<file path="config.mk">
export PLATFORM = sky130hd
export DESIGN_NAME = branch_resolve_mp
export DESIGN_NICKNAME = d
export VERILOG_FILES = /design/src/rtl/branch_resolve_mp.sv
export SDC_FILE = /design/constraint.sdc
export NUM_CORES = 2
export LEC_CHECK = 0
export BUFFER_PORTS_ARGS = -buffer_cell sky130_fd_sc_hd__buf_2
export CAP_MARGIN = 40
export CORE_MARGIN = 2
export CORE_UTILIZATION = 25
export CTS_BUF_LIST = sky130_fd_sc_hd__clkbuf_16
export DETAILED_ROUTE_END_ITERATION = 10
export GPL_TIMING_DRIVEN = 0
export SLEW_MARGIN = 20
export SYNTH_ARGS = -nofsm -noshare
export SYNTH_HDL_FRONTEND = slang
export SYNTH_SLANG_ARGS = --single-unit
</file>
<file path="constraint.sdc">
create_clock -name clk_i -period 32.7 [get_ports clk_i]
set_clock_uncertainty 0.05 [all_clocks]
set_input_delay 4.905 -clock clk_i [delete_from_list [all_inputs] [get_ports clk_i]]
set_output_delay 4.905 -clock clk_i [all_outputs]
set_load 0.02 [all_outputs]
</file>
<file path="src/rtl/branch_resolve_mp.sv">
// branch_resolve_mp: multi-port branch/jump resolution with an in-order result FIFO toward the frontend.
module branch_resolve_mp #(
  parameter int unsigned VLEN    = 39,
  parameter int unsigned NrPorts = 2,
  parameter int unsigned Depth   = 4,
  parameter bit          RVC     = 1'b1
) (
  input  logic                             clk_i,
  input  logic                             rst_i,
  input  logic                             flush_i,
  output logic                             ready_o,
  input  logic [NrPorts-1:0]               valid_i,
  input  logic [NrPorts-1:0]               is_branch_i,
  input  logic [NrPorts-1:0]               is_jalr_i,
  input  logic [NrPorts-1:0][VLEN-1:0]     pc_i,
  input  logic [NrPorts-1:0][VLEN-1:0]     imm_i,
  input  logic [NrPorts-1:0][VLEN-1:0]     rs1_i,
  input  logic [NrPorts-1:0]               cmp_res_i,
  input  logic [NrPorts-1:0]               compressed_i,
  input  logic [NrPorts-1:0]               pred_taken_i,
  input  logic [NrPorts-1:0][VLEN-1:0]     pred_addr_i,
  output logic [NrPorts-1:0]               link_valid_o,
  output logic [NrPorts-1:0][VLEN-1:0]     link_o,
  output logic                             res_valid_o,
  input  logic                             res_ready_i,
  output logic [VLEN-1:0]                  res_pc_o,
  output logic [VLEN-1:0]                  res_target_o,
  output logic                             res_taken_o,
  output logic                             res_mispredict_o,
  output logic                             res_misaligned_o
);
  localparam int unsigned PW = Depth > 1 ? $clog2(Depth) : 1;
  localparam int unsigned CW = $clog2(Depth + 1);

  typedef enum logic {RUN, SQUASH} state_e;
  typedef struct packed {
    logic [VLEN-1:0] pc;
    logic [VLEN-1:0] target;
    logic            taken;
    logic            mispredict;
    logic            misaligned;
  } entry_t;

  state_e                        state_q, state_d;
  logic [CW-1:0]                 count_q, count_d, npush;
  logic [PW-1:0]                 wptr_q, wptr_d, rptr_q, rptr_d;
  logic [NrPorts-1:0][PW-1:0]    slot;
  logic [NrPorts-1:0]            en, link_valid_q;
  logic [NrPorts-1:0][VLEN-1:0]  npc, link_q;
  entry_t [NrPorts-1:0]          ent;
  entry_t                        mem_q [Depth];
  logic                          bad, pop;

  for (genvar p = 0; p < NrPorts; p++) begin : g_port
    logic [VLEN-1:0] tgt;
    logic            tk;
    assign npc[p] = pc_i[p] + (compressed_i[p] ? VLEN'(2) : VLEN'(4));
    assign tgt = ((is_jalr_i[p] ? rs1_i[p] : pc_i[p]) + imm_i[p]) & ~VLEN'(is_jalr_i[p]);
    assign tk = is_branch_i[p] ? cmp_res_i[p] : 1'b1;
    assign ent[p] = '{pc: pc_i[p], target: tk ? tgt : npc[p], taken: tk,
                      mispredict: (tk != pred_taken_i[p]) || (tk && pred_taken_i[p] && tgt != pred_addr_i[p]),
                      misaligned: !RVC && tk && tgt[1]};
  end

  assign ready_o     = state_q == RUN && (CW'(Depth) - count_q) >= CW'(NrPorts);
  assign res_valid_o = count_q != '0;
  assign pop         = res_valid_o && res_ready_i;
  assign {res_pc_o, res_target_o, res_taken_o, res_mispredict_o, res_misaligned_o} =
    res_valid_o ? mem_q[rptr_q] : '0;
  assign link_valid_o = link_valid_q;
  assign link_o       = link_q;

  // A mispredicting or misaligned port kills every higher-index port in the same cycle.
  always_comb begin
    en      = '0;
    slot    = '0;
    npush   = '0;
    bad     = 1'b0;
    for (int p = 0; p < NrPorts; p++) begin
      en[p]   = valid_i[p] && ready_o && !flush_i && !bad;
      slot[p] = PW'((32'(wptr_q) + 32'(npush)) % Depth);
      npush   = npush + CW'(en[p]);
      bad     = bad || (en[p] && (ent[p].mispredict || ent[p].misaligned));
    end
    state_d = flush_i ? RUN : (bad ? SQUASH : state_q);
    count_d = flush_i ? '0 : count_q + npush - CW'(pop);
    wptr_d  = flush_i ? '0 : PW'((32'(wptr_q) + 32'(npush)) % Depth);
    rptr_d  = flush_i ? '0 : (pop ? PW'((32'(rptr_q) + 32'd1) % Depth) : rptr_q);
  end

  always_ff @(posedge clk_i or posedge rst_i) begin
    if (rst_i) begin
      state_q <= RUN;
      count_q <= '0;
      wptr_q  <= '0;
      rptr_q  <= '0;
      for (int i = 0; i < Depth; i++) mem_q[i] <= '0;
    end else begin
      state_q <= state_d;
      count_q <= count_d;
      wptr_q  <= wptr_d;
      rptr_q  <= rptr_d;
      for (int p = 0; p < NrPorts; p++) if (en[p]) mem_q[slot[p]] <= ent[p];
    end
  end

  always_ff @(posedge clk_i or posedge rst_i) begin
    if (rst_i) begin
      link_valid_q <= '0;
      link_q       <= '0;
    end else begin
      link_valid_q <= en;
      for (int p = 0; p < NrPorts; p++) if (en[p]) link_q[p] <= npc[p];
    end
  end
endmodule

</file>
* Yosys cells after proc, flatten, opt, wreduce, memory -nomap -nowiden
Cells that the tools add are included.
** Cells by class
- Bitwise operators :: 8
- $add $sub $neg :: 11
- $lt $le $gt $ge :: 6
- Muxes and demuxes :: 26
- Reductions and logical operators :: 23
- Equal/unequal tests :: 4
** Operators by type and width (count)
- 324-bit bitwise mux :: 2
- 324-bit two-way mux :: 2
- 81-bit two-way mux :: 5
- 81-bit demux with 2-bit select :: 2
- 81-bit binary-select mux with 2-bit select :: 1
- 39-bit two-way mux :: 4
- 39-bit by 3-bit adder with 39-bit output :: 2
- 39-bit adder :: 2
- 39-bit AND :: 2
- 39-bit inequality test :: 2
- 1-bit NOT with 39-bit output :: 2
- 1-bit logical AND :: 15
- 3-bit greater-or-equal comparator (second input constant) :: 3
- 3-bit two-way mux :: 3
- 2-bit NOT with 3-bit output :: 3
- 3-bit by 1-bit < comparator with 1-bit output (second input constant) :: 2
- 2-bit two-way mux :: 3
- 1-bit two-way mux :: 4
- 2-bit nonzero test :: 2
- 3-bit by 2-bit adder with 3-bit output :: 1
- 3-bit by 2-bit greater-or-equal comparator with 1-bit output (second input constant) :: 1
- 1-bit logical OR :: 3
- 3-bit nonzero test :: 1
- 3-bit by 1-bit subtractor with 3-bit output :: 1
- other kinds (8) :: 10
** Storage, ports and cells
- Input bits :: 328
- Logic and storage cells :: 105
- Bits in registers :: 412

* Depth between registers and ports, before layout
- Depth in word-level cells :: 13
- Depth in mapped cells :: 29

* Worst setup path before layout
OpenSTA, ideal clock, no wires.
- Path kind :: input port to flip-flop
- Start :: input port is_jalr_i[0]
- End :: register count_q[2]
- Slack :: 22094 ps
- Arrival :: 10426 ps
- Required time :: 32520 ps
- Stages on the path :: 27
- Path buffers :: 5
- Cells stage by stage :: clkbuf_1 -> clkbuf_1 -> mux2_2 -> ha_1 -> and2_4 -> a221o_1 -> o21ai_4 -> a211oi_2 -> o21bai_1 -> mux2_4 -> a2111oi_2 -> nand4_1 -> nor4_2 -> o31a_1 -> buf_4 -> buf_2 -> buf_2 -> ha_1 -> inv_1 -> ha_1 -> inv_1 -> ha_1 -> inv_1 -> fa_1 -> xnor2_1 -> xnor2_1 -> nor2_1
** On the way
- Word-level cells in the longest chain between the ends :: 13
- Elaborated cells between the ends (all ways) :: 14
- Classes of those cells :: add/sub: 4; eq/ne: 1; mux: 2; bitwise: 2; reduce/logical: 5
** RTL lines
- start: declaration :: RTL line 14 : input logic [NrPorts-1:0] is_jalr_i,
- 39-bit two-way mux :: RTL line 58 : assign tgt = ((is_jalr_i[p] ? rs1_i[p] : pc_i[p]) + imm_i[p]) & ~VLEN'(is_jalr_i[p]);
- 39-bit adder :: RTL line 58
- 39-bit AND (*) :: RTL line 58
- 39-bit inequality test (*) :: RTL line 61 : mispredict: (tk != pred_taken_i[p]) || (tk && pred_taken_i[p] && tgt != pred_addr_i[p]),
- 1-bit logical AND (*) :: RTL line 61
- 1-bit logical OR (*) :: RTL line 61
- 1-bit logical AND (*) :: RTL line 83 : bad = bad || (en[p] && (ent[p].mispredict || ent[p].misaligned));
- 1-bit zero test (*) :: RTL line 80 : en[p] = valid_i[p] && ready_o && !flush_i && !bad;
- 1-bit logical AND (*) :: RTL line 80
- named net en[1] :: RTL line 48 : logic [NrPorts-1:0] en, link_valid_q;
- 1-bit by 1-bit adder with 2-bit output (*) :: RTL line 82 : npush = npush + CW'(en[p]);
- 3-bit by 2-bit adder with 3-bit output (*) :: RTL line 86 : count_d = flush_i ? '0 : count_q + npush - CW'(pop);
- 3-bit by 1-bit subtractor with 3-bit output (*) :: RTL line 86
- 3-bit two-way mux (*) :: RTL line 86
- named net count_d[2] :: RTL line 45 : logic [CW-1:0] count_q, count_d, npush;
- end signal: assignment :: RTL line 100 : count_q <= count_d;
- end: declaration :: RTL line 45
Mark *: on every way through the listed nets, which the timed path passes. The rest lies on a longest branch.
A chain may end at the register's enable or synchronous reset.

* Final worst setup path
Same ends and word-level chain as after synthesis.

==> impl_metrics.py <==
metrics = {
    "run_status": {
        "outcome": "finished, final reports clean",
    },
    "grt": {
        "grt_antenna_before_repair": 40,
        "grt_max_degree": 99,
        "grt_util_all_layers_pct": 22.9,
        "overflow": 0,
        "grt_pass1_vias": 28500,
        "grt_pass1_wl_um": 210000,
    },
    "synth": {
        "ys_seq_area_share_pct": 33.4,
        "synthMuxAreaShare_pct": 24.0,
        "synth_compound_area_share_pct": 12.5,
        "syn_inst": 3244,
        "synth_edf_count": 0,
        "postSynthAreaPerCell_um2": 9.51,
        "synthSimpleGateAreaFrac_pct": 14.4,
        "ys_seq_elements": 412,
        "synth_top_family_by_area": "multiplexers",
        "synthAdderAreaFrac_pct": 4.01,
        "synth_nets": 3668,
        "ys_types": 89,
        "ys_dominant_reg_cell": "dfrtp_1",
        "synthArstFlopShare_pct": 100,
        "synth_warnings": 0,
        "synthXorXnorAreaFrac_pct": 7.01,
        "synth_area_mm2": 0.0309,
    },
    "drt": {
        "postRouteAntennaNets": 0,
        "viasPerCell": 5.31,
        "drc": 0,
        "wl_um": 150000,
        "routed-wl-met2_um": 67700,
        "wl_met3_um": 14300,
        "dr.max_layer_used": "met5",
        "dr.pass1.iters": 6,
        "met1Wirelength_um": 60300,
        "routedWlPerCell_um": 27.4,
        "dr.first_iter.drc_count": 2904,
        "num_vias": 29000,
    },
    "timing": {
        "final-hold-violation-count": 0,
        "worst_pin_slew_ns": 1.01,
        "hold_ws_ns": 0.422,
        "setup_viol": 0,
        "min_period_ns": 12.53,
        "rsz0062_at_grt": "false",
        "max_freq_mhz": 79.8,
        "report.final.slew_viol_count": 0,
        "final.setup.tns_ns": 0,
        "finalCritPeriodShare_pct": 38.3,
        "slew-limit-headroom_pct": 32.3,
        "worst_slack_ns": 20.17,
    },
    "cts": {
        "cts_sinks": 412,
        "cts-hold-fix-buffers": 0,
        "post-cts-setup-buffers": 0,
        "cts_tree": "done",
        "cts-root-buf": "clkbuf_16",
        "clk_latency_ns": 0.62,
        "clockBufferDepth": 3,
        "tritoncts.num_buffers": 49,
        "cts_max_level": 2,
        "cts-resized-gates": 0,
        "clk_pin_slew_ns": 0.06,
    },
    "power": {
        "vdd_drop_max_mv": 0.0427,
        "p_leak_nw": 17.0,
        "pwr-share-clk_pct": 19.3,
        "sw_frac_of_total_pct": 44.5,
        "power_frac_seq_pct": 29.1,
        "power_density_mw_per_mm2": 79.8,
        "p_total_mw": 2.98,
        "combPwrFrac_pct": 51.6,
        "p_int_mw": 1.65,
        "power_switching_mw": 1.33,
    },
    "setup_path": {
        "cpMostUsedCell": "ha_1",
        "r2r-start": "count_q[0]",
        "critical_path_arrival_ns": 12.95,
        "slowest_delay_ns": 0.90,
        "crit_path_end_kind": "flip-flop",
        "r2r_slack_ns": 27.49,
        "worstReg2RegEnd": "count_q[2]",
        "worstSetupStartpointType": "input pin",
        "crit_type": "input pin to flip-flop",
        "worstRegToRegCells": 21,
        "cp.required_ns": 33.13,
        "path_max_fanout": 11,
        "cp_slowest_cell": "a221oi_1",
    },
    "final_layout": {
        "postLayoutCellArea_mm2": 0.0374,
        "stdcell_count": 5462,
        "nFillCells": 12900,
        "fin_nets": 4213,
        "area_growth_pct": 21.1,
        "final_util_pct": 30.6,
        "drive_gt1_share_pct": 24.0,
    },
    "floorplanning": {
        "rows": 128,
        "die_h_um": 355,
        "io_pins": 491,
        "core_area_mm2": 0.122,
        "start_util_pct": 25.3,
        "die_w_um": 355,
        "die_area_mm2": 0.126,
    },
    "placed_design": {
        "dp.cells": 5351,
        "dp_hpwl_um": 120000,
        "io_buffers": 439,
        "dp_slack_ns": 19.76,
        "place_area_mm2": 0.0356,
        "gp_congestion": 0.932,
    },
    "hold_path": {
        "hold_start": "link_o[24]",
        "min_to": "link_o[24]",
        "hp-class": "flip-flop to flip-flop",
        "min_path_cells": 2,
    },
    "flow_run": {
        "drv_cap": 0,
    },
}
how the worst max path moves through the flow:
| stage | depth (start not counted) | slack, ns | start | to |
|---|---|---|---|---|
| 2_1_floorplan | 1 | 16.28 | rst_i | count_q[0] |
| 3_3_place_gp | 2 | 10.48 | rst_i | mem_q[136] |
| 3_5_place_dp | 27 | 19.76 | is_jalr_i[0] | count_q[2] |
| 4_1_cts | 27 | 20.36 | is_jalr_i[0] | count_q[2] |
| 5_1_grt | 27 | 20.04 | is_jalr_i[0] | count_q[2] |
| 6_report | 27 | 20.17 | is_jalr_i[0] | count_q[2] |
power groups by stage:
stage               registers [mW]  clock network [mW]  logic, mW
floorplan                    0.890                   0      0.887
global placement             0.861                   0       1.49
detailed placement           0.870                   0       1.52
CTS                          0.864               0.579       1.53
global route                 0.890               0.599       1.64
finish                       0.869               0.576       1.54
final cells by class:
cell class,instances,area [um^2],share of cell area [%]
Clock buffer,49,1230,3.28
Buffer,274,1270,3.41
Antenna cell,11,27.5,0.0737
Multi-Input combinational cell,2516,19100,51.2
Clock inverter,39,417,1.12
Timing Repair Buffer,494,2790,7.47
Tap cell,1625,2030,5.44
Inverter,42,165,0.442
Sequential cell,412,10300,27.6
synth_stat cells, drive strengths merged (41+ instances only):
| cell type | count | share of area [%] |
|---|---|---|
| a21oi | 257 | 4.2 |
| a221oi | 41 | 1.2 |
| and2 | 98 | 2.0 |
| buf | 87 | 1.8 |
| clkbuf | 187 | 2.3 |
| dfrtp | 412 | 33 |
| ha | 91 | 3.7 |
| mux2 | 256 | 9.4 |
| mux2i | 270 | 8.8 |
| mux4 | 81 | 5.9 |
| nand2 | 258 | 3.2 |
| nand3 | 137 | 2.2 |
| nor2 | 282 | 3.4 |
| o21ai | 183 | 3.0 |
| xnor2 | 138 | 3.9 |
| xor2 | 83 | 2.4 |
critical path: cells and delay by family:
kind | cells | cell delay, ns
buffers and inverters | 8 | 2.02
AOI/OAI and AO/OA | 4 | 1.98
and+or+nand+nor | 6 | 1.63
adders and majority gates | 5 | 1.51
xor gates and xnor gates | 3 | 0.47
muxes | 1 | 0.41
metal layers:
| layer | global-route usage, % | vias to the layer above |
|---|---|---|
| met2 | 36.5 | 1438 |
| met4 | 9.64 | 32 |
| met1 | 29.2 | 14500 |
| met3 | 6.17 | 250 |
| met5 | 0 | - |
| li1 | - | 12800 |
cell families (layout without fill, tap and decap cells):
kind of cell	after synthesis	in the layout
multiplexers	607	607
other	0	11
flip-flops	412	412
adder cells (fa/ha/maj)	96	96
AO/OA/AOI/OAI	639	639
XOR/XNOR	231	231
AND/OR/NAND/NOR	943	943
buffers and inverters	316	898
flip-flops by register name, indices dropped and copies added (netlist names):
register,count
count_q,3
link_o,78
link_valid_o,2
rptr_q,2
mem_q,324
state_q,1
wptr_q,2
placed cells by master, fill, tap and decap left out, drive strengths merged, types with 41 or more instances in the layout:
master and instances:
and2 98, xnor2 138, nand3 137, clkbuf 236, a221oi 41, mux4 81
a21oi 257, mux2i 270, nor2 282, mux2 256, buf 581, ha 91
dfrtp 412, o21ai 183, xor2 83, inv 54, nand2 258
(Power assumes the default switching activity.)
